## config.mk

```make
export PLATFORM = sky130hd
export DESIGN_NAME = nx_rfb_fifo_ctrl
export DESIGN_NICKNAME = d
export VERILOG_FILES = /design/src/rtl/nx_rfb_pkg.sv /design/src/rtl/nx_rfb_fifo_ctrl.sv
export SDC_FILE = /design/constraint.sdc
export NUM_CORES = 1
export LEC_CHECK = 0
export BUFFER_PORTS_ARGS = -buffer_cell sky130_fd_sc_hd__buf_2
export CAP_MARGIN = 20
export CORE_MARGIN = 2
export CORE_UTILIZATION = 40
export DETAILED_ROUTE_END_ITERATION = 10
export GPL_TIMING_DRIVEN = 0
export PLACE_DENSITY = 0.88
export SYNTH_ARGS = -nofsm -noshare
export SYNTH_HDL_FRONTEND = slang
export SYNTH_SLANG_ARGS = --single-unit
```

## constraint.sdc

```tcl
create_clock -name clock -period 2.9 [get_ports clock]
set_clock_uncertainty 0.05 [all_clocks]
set_input_delay 0.58 -clock clock [delete_from_list [all_inputs] [get_ports clock]]
set_output_delay 0.58 -clock clock [all_outputs]
set_load 0.1 [all_outputs]
```

## src/rtl/nx_rfb_pkg.sv

```systemverilog
// Shared NX_RFB_U geometry helpers, used by the FIFO controller, the RFB sim model and RAM mapping.
// Mode encoding: 0 = 32x18, 2 = 64x18, 3 = 32x36; modes 1 and 4 are not supported here.
package nx_rfb_pkg;

   localparam int unsigned RFB_PORT_W = 36;

   function automatic int unsigned rfb_depth(input int unsigned mode);
      return (mode == 2) ? 64 : 32;
   endfunction

   function automatic int unsigned rfb_width(input int unsigned mode);
      return (mode == 3) ? 36 : 18;
   endfunction

   function automatic int unsigned rfb_addr_w(input int unsigned mode);
      return (mode == 2) ? 6 : 5;
   endfunction

   function automatic bit rfb_mode_ok(input int unsigned mode);
      return (mode == 0) || (mode == 2) || (mode == 3);
   endfunction

endpackage

```

## src/rtl/nx_rfb_fifo_ctrl.sv

```systemverilog
// FWFT FIFO controller wrapped around an external NX_RFB_U: owns pointers and occupancy,
// drives the RFB write port and read address, and presents the asynchronous read data as the head.
module nx_rfb_fifo_ctrl
   import nx_rfb_pkg::*;
#(
   parameter int unsigned RFB_MODE      = 0,
   parameter int unsigned AFULL_THRESH  = rfb_depth(RFB_MODE) - 2,
   parameter int unsigned AEMPTY_THRESH = 1
) (
   input  logic                                  clock,
   input  logic                                  async_reset,
   input  logic                                  flush,
   input  logic                                  in_valid,
   output logic                                  in_ready,
   input  logic [rfb_width(RFB_MODE)-1:0]        in_data,
   output logic                                  out_valid,
   input  logic                                  out_ready,
   output logic [rfb_width(RFB_MODE)-1:0]        out_data,
   output logic [rfb_addr_w(RFB_MODE):0]         count,
   output logic                                  almost_full,
   output logic                                  almost_empty,
   output logic                                  rfb_we,
   output logic [5:0]                            rfb_wa,
   output logic [5:0]                            rfb_ra,
   output logic [RFB_PORT_W-1:0]                 rfb_i,
   input  logic [RFB_PORT_W-1:0]                 rfb_o
);

   localparam int unsigned DEPTH  = rfb_depth(RFB_MODE);
   localparam int unsigned WIDTH  = rfb_width(RFB_MODE);
   localparam int unsigned ADDR_W = rfb_addr_w(RFB_MODE);
   localparam int unsigned CNT_W  = ADDR_W + 1;

   localparam logic [CNT_W-1:0] FULL_CNT = CNT_W'(DEPTH);

   if (!rfb_mode_ok(RFB_MODE)) begin : g_bad_mode
      $error("nx_rfb_fifo_ctrl: RFB_MODE %0d is not supported", RFB_MODE);
   end

   logic [ADDR_W-1:0] wr_ptr_q, wr_ptr_d;
   logic [ADDR_W-1:0] rd_ptr_q, rd_ptr_d;
   logic [CNT_W-1:0]  count_q, count_d;

   logic full, empty, push, pop;
   logic unused_rfb_o;

   assign full  = (count_q == FULL_CNT);
   assign empty = (count_q == '0);

   // flush blocks both handshakes so nothing is accepted in the cycle being cleared
   assign in_ready  = !full && !flush;
   assign out_valid = !empty && !flush;

   assign push = in_valid && in_ready;
   assign pop  = out_valid && out_ready;

   always_comb begin
      wr_ptr_d = wr_ptr_q;
      rd_ptr_d = rd_ptr_q;
      count_d  = count_q;
      if (flush) begin
         wr_ptr_d = '0;
         rd_ptr_d = '0;
         count_d  = '0;
      end else begin
         if (push) wr_ptr_d = wr_ptr_q + ADDR_W'(1);
         if (pop)  rd_ptr_d = rd_ptr_q + ADDR_W'(1);
         unique case ({push, pop})
            2'b10:   count_d = count_q + CNT_W'(1);
            2'b01:   count_d = count_q - CNT_W'(1);
            default: count_d = count_q;
         endcase
      end
   end

   always_ff @(posedge clock or posedge async_reset) begin
      if (async_reset) begin
         wr_ptr_q <= '0;
         rd_ptr_q <= '0;
         count_q  <= '0;
      end else begin
         wr_ptr_q <= wr_ptr_d;
         rd_ptr_q <= rd_ptr_d;
         count_q  <= count_d;
      end
   end

   assign count        = count_q;
   assign almost_full  = 32'(count_q) >= AFULL_THRESH;
   assign almost_empty = 32'(count_q) <= AEMPTY_THRESH;

   // RFB writes mem[wr_ptr] on the same edge that advances wr_ptr
   assign rfb_we = push;
   assign rfb_wa = 6'(wr_ptr_q);
   assign rfb_ra = 6'(rd_ptr_q);
   assign rfb_i  = RFB_PORT_W'(in_data);

   assign out_data     = rfb_o[WIDTH-1:0];
   assign unused_rfb_o = ^rfb_o;

endmodule

```

Word level (Yosys, flattened, before mapping)
Cells that the tools add are included.
- register bits: 16
- bits in latches: 0
- bits in writable memories: 0
- bits in read-only memories: 0
- bits of input ports: 59
- output and inout bits: 77
- logic and storage cells: 29
- memories kept: 0
- add/sub/neg operators: 4
- multiply operators: 0
- divide/modulo/power cells: 0
- magnitude comparators: 2
- eq/ne operators: 3
- shifts and indexed selects: 0
- mux-type cells: 6
- bitwise gates (word level): 0
- reductions and logical operators: 11
- operator list (operator ; number):
    $mux W5 ; 4
    $pmux W6 S2 ; 1
    $add A5 B1 Y5 const B ; 2
    $add A6 B1 Y6 const B ; 1
    $eq A6 B6 Y1 const B ; 1
    $ge A6 B5 Y1 const B ; 1
    $le A6 B1 Y1 const B ; 1
    $logic_not A6 Y1 ; 1
    $mux W6 ; 1
    $sub A6 B1 Y6 const B ; 1
    $logic_and A1 B1 Y1 ; 4
    $reduce_bool A2 Y1 ; 2
    $logic_not A1 Y1 ; 3
    $reduce_bool A3 Y1 ; 1
    $eq A2 B1 Y1 const B ; 1
    $eq A2 B2 Y1 const B ; 1

Longest topological paths before layout
Gate-level depths: netlist of the first run.
- depth in word-level cells: 7
- gate-level depth with buffers: 7

Worst setup path after synthesis of the first run
OpenSTA, ideal clock, no wires.
- path kind: reg2out
- start point: register count_q[1] (netlist: count[1])
- end point: output almost_empty
- arrival time: 4407 ps
- slack: -2137 ps
- cell stages (with the launch flop): 5
- path buffers: 0
- cells stage by stage: dfrtp_1 > inv_1 > ha_1 > nor2_1 > nor4b_1
- cells in the longest elaborated chain, start to end: 1
- RTL lines (item ; RTL line ; source):
    start, declared ; nx_rfb_fifo_ctrl.sv:42 ; logic [CNT_W-1:0] count_q, count_d;
    start signal, assigned ; nx_rfb_fifo_ctrl.sv:84 ; count_q <= count_d;
    $le A6 B1 Y1 ; nx_rfb_fifo_ctrl.sv:90 ; assign almost_empty = 32'(count_q) <= AEMPTY_THRESH;
    end, declared ; nx_rfb_fifo_ctrl.sv:21 ; output logic almost_empty,
No other way between the ends.

Worst setup path after layout of the first run
- start point: input flush
- end point: output out_valid
- cells in the longest elaborated chain, start to end: 2
- RTL lines (item ; RTL line ; source):
    start, declared ; nx_rfb_fifo_ctrl.sv:12 ; input logic flush,
    $logic_not A1 Y1 ; nx_rfb_fifo_ctrl.sv:52 ; assign out_valid = !empty && !flush;
    $logic_and A1 B1 Y1 ; nx_rfb_fifo_ctrl.sv:52 ;
    end, declared ; nx_rfb_fifo_ctrl.sv:16 ; output logic out_valid,
No other way between the ends.

==> results of run 1 <==
==> sequential cells by signal, summed over array words and instances, names as in the netlist <==
signal,count
count,6
rd_ptr_q,5
wr_ptr_q,5
==> worst paths after layout <==
kind	start	end	slack, ns	cells after the start
max in group asynchronous	async_reset	count[0]$_DFFE_PP0P_	1.98	2
hold reg to reg	rd_ptr_q[4]$_DFFE_PP0P_	rd_ptr_q[4]$_DFFE_PP0P_	0.51	2
setup reg to reg	count[1]$_DFFE_PP0P_	count[2]$_DFFE_PP0P_	0.37	7
setup / recovery	flush	out_valid	0.18	6
min in group clock	rd_ptr_q[4]$_DFFE_PP0P_	rd_ptr_q[4]$_DFFE_PP0P_	0.51	2
hold / removal	async_reset	rd_ptr_q[1]$_DFFE_PP0P_	0.35	2
==> layer usage <==
| layer | GRT usage (%) | vias to the layer above | share of wire (%) |
|---|---|---|---|
| met4 | 7.84 | 0 | 1.6 |
| li1 | - | 778 | - |
| met1 | 19.0 | 715 | 41 |
| met3 | 2.76 | 5 | 6.7 |
| met2 | 28.4 | 67 | 51 |
| met5 | 0 | - | 0 |
==> power groups by stage <==
stage / Clock, W / Sequential (W) / Combinational [W]
global placement: 0 / 0.000346 / 0.00176
CTS: 0.000212 / 0.000344 / 0.00181
finish: 0.000204 / 0.000345 / 0.00181
global route: 0.000227 / 0.000355 / 0.00190
floorplan: 0 / 0.000662 / 0.00123
detailed placement: 0 / 0.000347 / 0.00179
==> through the flow <==
stage | utilization [%] | cell area, sq um | hold slack, ns
global route | 55.8 | 2260 | 0.404
floorplan | - | 1820 | 0.444
finish | 55.8 | 2260 | 0.351
detailed placement | 54.0 | 2190 | 0.479
global placement | 54.0 | 2190 | 0.483
CTS | 55.6 | 2250 | 0.377
==> cells by family (layout without fill, tap and decap cells) <==
logic type | count (synthesis) | count (layout)
AOI/OAI and AO/OA | 28 | 28
xor gates and xnor gates | 7 | 7
muxes | 11 | 11
adders and majority gates | 6 | 6
buffers and inverters | 69 | 135
and+or+nand+nor | 58 | 58
DFF | 16 | 16
other | 1 | 20
==> layout by cell type (no fill, tap or decap), types with 2 or more instances in the layout <==
cell,n
mux2i_1,7
buf_2,61
nor2b_1,3
a31oi_1,3
nand4b_1,2
inv_1,4
conb_1,20
and3_1,2
dfrtp_4,2
dfrtp_2,2
clkbuf_1,3
nor4b_1,2
nor4b_4,2
and3b_1,2
or4_1,3
o21ai_0,5
buf_6,2
nand3_1,3
or3b_2,2
or2_2,2
clkbuf_8,4
buf_4,58
ha_1,6
mux2_2,2
nor4_1,2
or3_1,3
a21oi_2,2
dfrtp_1,12
nand2b_1,3
o211ai_1,4
o2111ai_1,2
nor2_1,15
a21oi_1,4
xor2_1,6
nand2_1,5
==> area by class of cell <==
type | count | area [sq um]
repair buffers | 62 | 315
clock buffers | 4 | 55.1
fillers | 368 | 1800
multi-input cells | 130 | 928
inverters | 4 | 15.0
well taps | 50 | 62.6
plain buffers | 65 | 475
flip-flops and latches | 16 | 410
==> Yosys cell counts, drive strengths merged (2+ instances only) <==
| master | number | area share, % |
|---|---|---|
| inv | 4 | 0.88 |
| o2111ai | 2 | 1.0 |
| or4 | 3 | 1.3 |
| nor4 | 2 | 0.73 |
| o211ai | 4 | 1.8 |
| or3b | 2 | 1.0 |
| or2 | 2 | 0.73 |
| o21ai | 7 | 2.0 |
| nand2b | 3 | 1.1 |
| nand4b | 2 | 1.0 |
| nor2b | 4 | 1.5 |
| nand2 | 5 | 1.1 |
| and3b | 2 | 1.0 |
| dfrtp | 16 | 23 |
| nand3 | 3 | 0.88 |
| mux2i | 8 | 5.4 |
| xor2 | 6 | 3.1 |
| and3 | 2 | 0.73 |
| or3 | 3 | 1.1 |
| nor2 | 15 | 3.3 |
| buf | 61 | 27 |
| o31ai | 2 | 1.2 |
| mux2 | 3 | 2.0 |
| clkbuf | 4 | 0.88 |
| a31oi | 3 | 1.1 |
| nor3b | 2 | 1.2 |
| ha | 6 | 4.4 |
| a21oi | 6 | 1.8 |
| nor4b | 4 | 2.9 |
==> repair_timing <==
item | CTS | global route
endpoints found under the setup margin | 1 | 2
cloned | 0 | 0
resized for setup | 1 | 4
setup buffers | 1 | 0
==> worst register-to-register path: stages, from the launching register on <==
cell	delay (ns)
dfrtp_4	0.52
inv_1	0.12
ha_1	0.31
or4b_4	0.55
buf_6	0.17
mux2i_1	0.12
a32oi_1	0.23
mux2_1	0.35
==> results.toml, run 1 <==
[clock_tree]
cts.sinks = 16
cts_max_path_buffers = 2
htreeDepth = 1
clk_pin_slew_ns = 0.07
numCtsBuffers = 3
hold_buffers = 0
worst_skew_pair.late_latency_ns = 0.26
root_buffer = "clkbuf_8"
tritoncts = "done"

[setup_path]
worstPathCellList = "buf_2 -> clkbuf_1 -> clkbuf_2 -> buf_1 -> a21oi_2 -> buf_2"
worstSetupPathType = "in2out"
required_ns = 2.27
startpoint_type = "input port"
max_stage_delay_ns = 0.39
slowest_stage = "buf_1"
path_buf_inv = 5
crit_family = "buffers and inverters"
path_max_fanout = 10
cp.arrival_ns = 2.09
crit_path_end_kind = "primary output"
cpMostUsedCell = "buf_2"

[synthesis]
synthFlopType = "dfrtp_1"
synth_top_family_by_area = "buffers and inverters"
yosys_warnings = 0
async_flop_share_pct = 100
synthDistinctLibCells = 48
synth-simple-area-share_pct = 21.6
synth_area_sq_um = 1710
synthAdderAreaFrac_pct = 4.39
syn-instance-count = 196
yosys_register_bits = 16
syn_area_per_cell_sq_um = 8.72
ys_seq_area_share_pct = 23.4
synth-edff-count = 0
synth.area.mux_share_pct = 7.39
synth-xor-area-share_pct = 3.59
synth_compound_area_share_pct = 10.8

[grt]
grt_usage_pct = 16.2
grt_pass1_vias = 1416
grt_first_pass_wirelength_mm = 6.39
grt-ovfl-total = 0
antenna_found_initial = 0
grt_max_degree = 17

[final_layout]
stdcell_count = 331
layout.nets = 347
syn_to_final_growth_pct = 32.4
layout-drive-gt1-share_pct = 52.7
num_antenna_cells = 0

[power_and_ir_drop]
power.share.clock_pct = 8.7
p_int_w = 0.000860
switching_share_pct = 63.6
comb_power_share_pct = 76.7
switchingPower_w = 0.00150
pwr-share-seq_pct = 14.6
irDropWorstVdd_uv = 653
p_total_w = 0.00236
power_density_nw_per_um2 = 1040
p_leak_nw = 1.23

[drt]
vias_per_cell = 4.73
routedWlPerCell_um = 11.8
ant_nets = 0
firstDrtPassIters = 4
vias = 1565
finalWirelength_mm = 3.90
drc = 0
drtIter0Drc = 74

[die]
core.rowCount = 23
io_pins = 136
die_x_um = 69.4
die_y_um = 69.4
dieArea_sq_um = 4810
start_util_pct = 42.1
core_area_sq_um = 4060

[timing]
fin_ws_ns = 0.175
setup_violations = 0
hold_viol = 0
timing.fmax_mhz = 367
fin_crit_ns = 2.72
drv_slew = 0
setup-tns-final_ns = 0
relSlewSlack_pct = 57.9
rsz0062_at_grt = "no"
worst_pin_slew_ns = 0.630
period_share_pct = 94.0

[worst_hold_path]
hold_path_class = "in2async"

[outcome]
status = "finished, final reports clean"

[place]
place_ws_ns = 0.0147
numPlacedInstances = 326
routabilityCongestion = 0.847
hpwl_mm = 3.05
io_buffers = 61

[job]
drv_cap = 0
Note: power is estimated with default switching activity, not from simulation.
==> inputs of run 2 (changes only) <==
CELL_PAD_IN_SITES_DETAIL_PLACEMENT = 1   (was default)
CELL_PAD_IN_SITES_GLOBAL_PLACEMENT = 2   (was default)
CORE_ASPECT_RATIO = 1.1   (was default)
CORE_UTILIZATION = 20   (was 40)
HOLD_SLACK_MARGIN = 0.02   (was default)
PLACE_DENSITY = 0.87   (was 0.88)
==> results.toml, run 2 (same netlist as run 1, synthesis figures left out) <==
[outcome]
status = "finished, final reports clean"

[die]
dieArea_sq_um = 9300
start_util_pct = 20.5
io_pins = 136
core.rowCount = 35
core_area_sq_um = 8320
die_y_um = 101
die_x_um = 92.1

[power_and_ir_drop]
power_density_nw_per_um2 = 1030
irDropWorstVdd_uv = 760
p_total_w = 0.00242
p_leak_nw = 1.23

[setup_path]
worstSetupPathType = "reg2out"
worstPathCellList = "inv_1 -> ha_1 -> nor4b_4 -> buf_4 -> a21oi_2 -> buf_2"
crit_family = "buffers and inverters"
slowest_stage = "dfrtp_4"
max_stage_delay_ns = 0.54
required_ns = 2.27
crit_path_end_kind = "primary output"
cp.arrival_ns = 2.13
worstReg2RegEnd = "count[2]$_DFFE_PP0P_"
path_max_fanout = 9
r2r_cells = 7
startpoint_type = "flop"
reg2reg_slack_ns = 0.28
path_buf_inv = 3
r2r_start = "count[1]$_DFFE_PP0P_"

[clock_tree]
tritoncts = "done"
hold_buffers = 0
numCtsBuffers = 3
clk_pin_slew_ns = 0.08
worst_skew_pair.late_latency_ns = 0.26
htreeDepth = 1
cts.sinks = 16
root_buffer = "clkbuf_8"
cts_max_path_buffers = 2

[drt]
vias_per_cell = 4.18
drc = 0
finalWirelength_mm = 4.93
ant_nets = 0
firstDrtPassIters = 4
vias = 1638
routedWlPerCell_um = 12.6
drtIter0Drc = 33

[place]
place_ws_ns = -0.121
io_buffers = 61
hpwl_mm = 3.89
routabilityCongestion = 0.826
numPlacedInstances = 387

[final_layout]
layout_commonest_cell = "buf_2"
syn_to_final_growth_pct = 36.9
largest_reg_flops = 6
num_antenna_cells = 0
fin_util_pct = 28.1
layout-drive-gt1-share_pct = 53.0
stdcell_count = 392
layout.nets = 347
mostFrequentLayoutCells = "buf_2 (61), buf_4 (59), conb_1 (20)"

[grt]
antenna_found_initial = 0
grt_usage_pct = 10.5
grt_first_pass_wirelength_mm = 7.78
grt-ovfl-total = 0
grt_pass1_vias = 1530
grt_max_degree = 17

[worst_hold_path]
hold_path_class = "in2async"

[timing]
fin_ws_ns = 0.145
drv_slew = 0
setup_violations = 0
hold_viol = 0
period_share_pct = 95.0
setup-tns-final_ns = 0
fin_crit_ns = 2.76
rsz0062_at_grt = "no"
worst_pin_slew_ns = 0.672
relSlewSlack_pct = 55.1
timing.fmax_mhz = 363

[job]
drv_cap = 0
==> run 2: timing repair <==
item | CTS | global route
gates cloned | 0 | 0
endpoints found under the setup margin | 2 | 2
gates resized for setup | 3 | 2
buffers inserted | 1 | 0
==> run 2: cell type report <==
type | count | area (sq um)
Timing Repair Buffer | 62 | 315
Inverter | 4 | 15.0
Tap cell | 111 | 139
Buffer | 65 | 477
Clock buffer | 4 | 55.1
Fill cell | 1038 | 5980
Multi-Input combinational cell | 130 | 928
Sequential cell | 16 | 410
==> run 2: worst max-delay path by stage <==
stage,startpoint,endpoint,slack [ns],cells past startpoint
3_3_place_gp,flush,out_valid,-0.14,6
6_report,count[1]$_DFFE_PP0P_,in_ready,0.14,6
4_1_cts,count[0]$_DFFE_PP0P_,rfb_we,0.03,6
3_5_place_dp,flush,out_valid,-0.12,6
5_1_grt,count[1]$_DFFE_PP0P_,in_ready,0.02,6
2_1_floorplan,count[2]$_DFFE_PP0P_,rfb_we,0.004,4
==> run 2: where the power goes <==
part / switching, W / internal (W)
logic: 0.00139 / 0.000464
registers: 0.0000755 / 0.000276
clock network: 0.0000949 / 0.000121
==> run 2: through the flow <==
stage | instance area (sq um) | hold slack [ns]
2_1_floorplan | 1820 | 0.444
3_3_place_gp | 2270 | 0.474
3_5_place_dp | 2270 | 0.491
4_1_cts | 2330 | 0.390
5_1_grt | 2340 | 0.411
6_report | 2340 | 0.353
==> run 2: routing by layer <==
layer | up-vias | global-route usage [%] | part of all wire (%)
li1 | 776 | - | -
met1 | 779 | 13.8 | 46
met2 | 77 | 16.8 | 45
met3 | 6 | 2.77 | 7.6
met4 | 0 | 3.21 | 1.3
met5 | - | 0 | 0
==> inputs of run 3 (changes only) <==
BUFFER_PORTS_ARGS = -buffer_cell sky130_fd_sc_hd__clkbuf_2   (was -buffer_cell sky130_fd_sc_hd__buf_2)
==> results.toml, run 3 (same netlist as run 1, synthesis figures left out) <==
[timing]
relSlewSlack_pct = 54.0
drv_slew = 0
rsz0062_at_grt = "no"
setup_violations = 0
timing.fmax_mhz = 363
hold_viol = 0
worst_pin_slew_ns = 0.689
fin_crit_ns = 2.76
period_share_pct = 95.0

[drt]
vias_per_cell = 4.04
drtIter0Drc = 31
met2_length_mm = 2.19
drc = 0
routed-wl-met3_um = 354
firstDrtPassIters = 4
wl_met1_mm = 2.16
finalWirelength_mm = 4.75
vias = 1585
highest_layer = "met4"
ant_nets = 0
routedWlPerCell_um = 12.1

[power_and_ir_drop]
irDropWorstVdd_uv = 670
switchingPower_w = 0.00154
power.share.clock_pct = 8.6
power_density_nw_per_um2 = 1020
comb_power_share_pct = 76.6
p_leak_nw = 1.22
switching_share_pct = 64.2
p_int_w = 0.000857
pwr-share-seq_pct = 14.8

[final_layout]
layout.nets = 347
stdcell_area_sq_um = 2340
layout_commonest_cell = "clkbuf_2"
fillers = 1043
num_antenna_cells = 0
largest_reg_flops = 6
syn_to_final_growth_pct = 36.9
layout-drive-gt1-share_pct = 53.0
fin_util_pct = 28.1
mostFrequentLayoutCells = "clkbuf_2 (59), buf_4 (58), conb_1 (20)"

[clock_tree]
worst_skew_pair.late_latency_ns = 0.26
cts_max_path_buffers = 2
htreeDepth = 1
clk_pin_slew_ns = 0.07
root_buffer = "clkbuf_8"
hold_buffers = 0
tritoncts = "done"
cts.sinks = 16
numCtsBuffers = 3

[place]
io_buffers = 61
post_dp_cell_area_sq_um = 2270
routabilityCongestion = 0.837
hpwl_mm = 3.87

[setup_path]
r2r_start = "count[1]$_DFFE_PP0P_"
required_ns = 2.27
path_max_fanout = 9
startpoint_type = "flop"
cp.arrival_ns = 2.13
worstSetupPathType = "reg2out"
startpoint = "count[1]$_DFFE_PP0P_"
crit_path_end_kind = "primary output"

[worst_hold_path]
hold_path_class = "in2async"

[die]
die_x_um = 92.1
io_pins = 136
start_util_pct = 20.5
core.rowCount = 35
core_area_sq_um = 8320
dieArea_sq_um = 9300
die_y_um = 101

[grt]
grt_usage_pct = 10.2
antenna_found_initial = 0
grt_first_pass_wirelength_mm = 7.65
grt_pass1_vias = 1554
grt_max_degree = 17
grt-ovfl-total = 0

[outcome]
status = "finished, final reports clean"

[job]
drv_cap = 0
## run 3: final cells by class
cell class	instances	area [sq um]	share of cell area, %
plain buffers	65	477	20.4
clock buffers	4	55.1	2.35
inverters	4	15.0	0.642
multi-input cells	130	928	39.7
flip-flops and latches	16	410	17.5
well taps	111	139	5.94
repair buffers	62	315	13.5
## run 3: stage by stage
step | worst slack, ns | cells | total power (W) | setup TNS [ns] | hold slack [ns]
2_1_floorplan | 0.00419 | 215 | 0.00189 | 0 | 0.444
3_3_place_gp | -0.220 | 387 | 0.00215 | -0.296 | 0.478
3_5_place_dp | -0.169 | 387 | 0.00217 | -0.301 | 0.493
4_1_cts | 0.0487 | 392 | 0.00241 | 0 | 0.379
5_1_grt | 0.0488 | 392 | 0.00253 | 0 | 0.416
6_report | 0.145 | 392 | 0.00239 | 0 | 0.348
## run 3: metal layers
layer	GRT usage, %	vias up
met4	2.99	0
met1	13.5	730
met3	2.09	5
li1	-	776
met5	0	-
met2	16.6	74
## run 3: worst max-delay path, stage by stage (launching register included)
cell and delay, ns:
dfrtp_4 0.54, inv_1 0.13, ha_1 0.29, nor4b_4 0.31, buf_4 0.22, a21oi_2 0.07
buf_2 0.32
## run 3: final timing paths
path | endpoint | slack, ns | cells after the start
max | in_ready | 0.14 | 6
min | wr_ptr_q[2]$_DFFE_PP0P_ | 0.35 | 2
max reg2reg | count[2]$_DFFE_PP0P_ | 0.30 | 7
min reg2reg | rd_ptr_q[4]$_DFFE_PP0P_ | 0.51 | 2
max in group asynchronous | count[0]$_DFFE_PP0P_ | 1.93 | 2
min in group clock | rd_ptr_q[4]$_DFFE_PP0P_ | 0.51 | 2
## run 3: power groups by stage
stage                     Clock [W]  Sequential [W]  Combinational (W)
after floorplan                   0        0.000662            0.00123
after global placement            0        0.000355            0.00179
after detailed placement          0        0.000358            0.00181
after CTS                  0.000219        0.000354            0.00184
after global routing       0.000224        0.000365            0.00194
final                      0.000206        0.000354            0.00183
## run 3: repair_timing
action                                  CTS  global route
pin swaps                                 0             0
endpoints found under the setup margin    2             2
gates resized for setup                   4             3
buffers inserted                          1             0
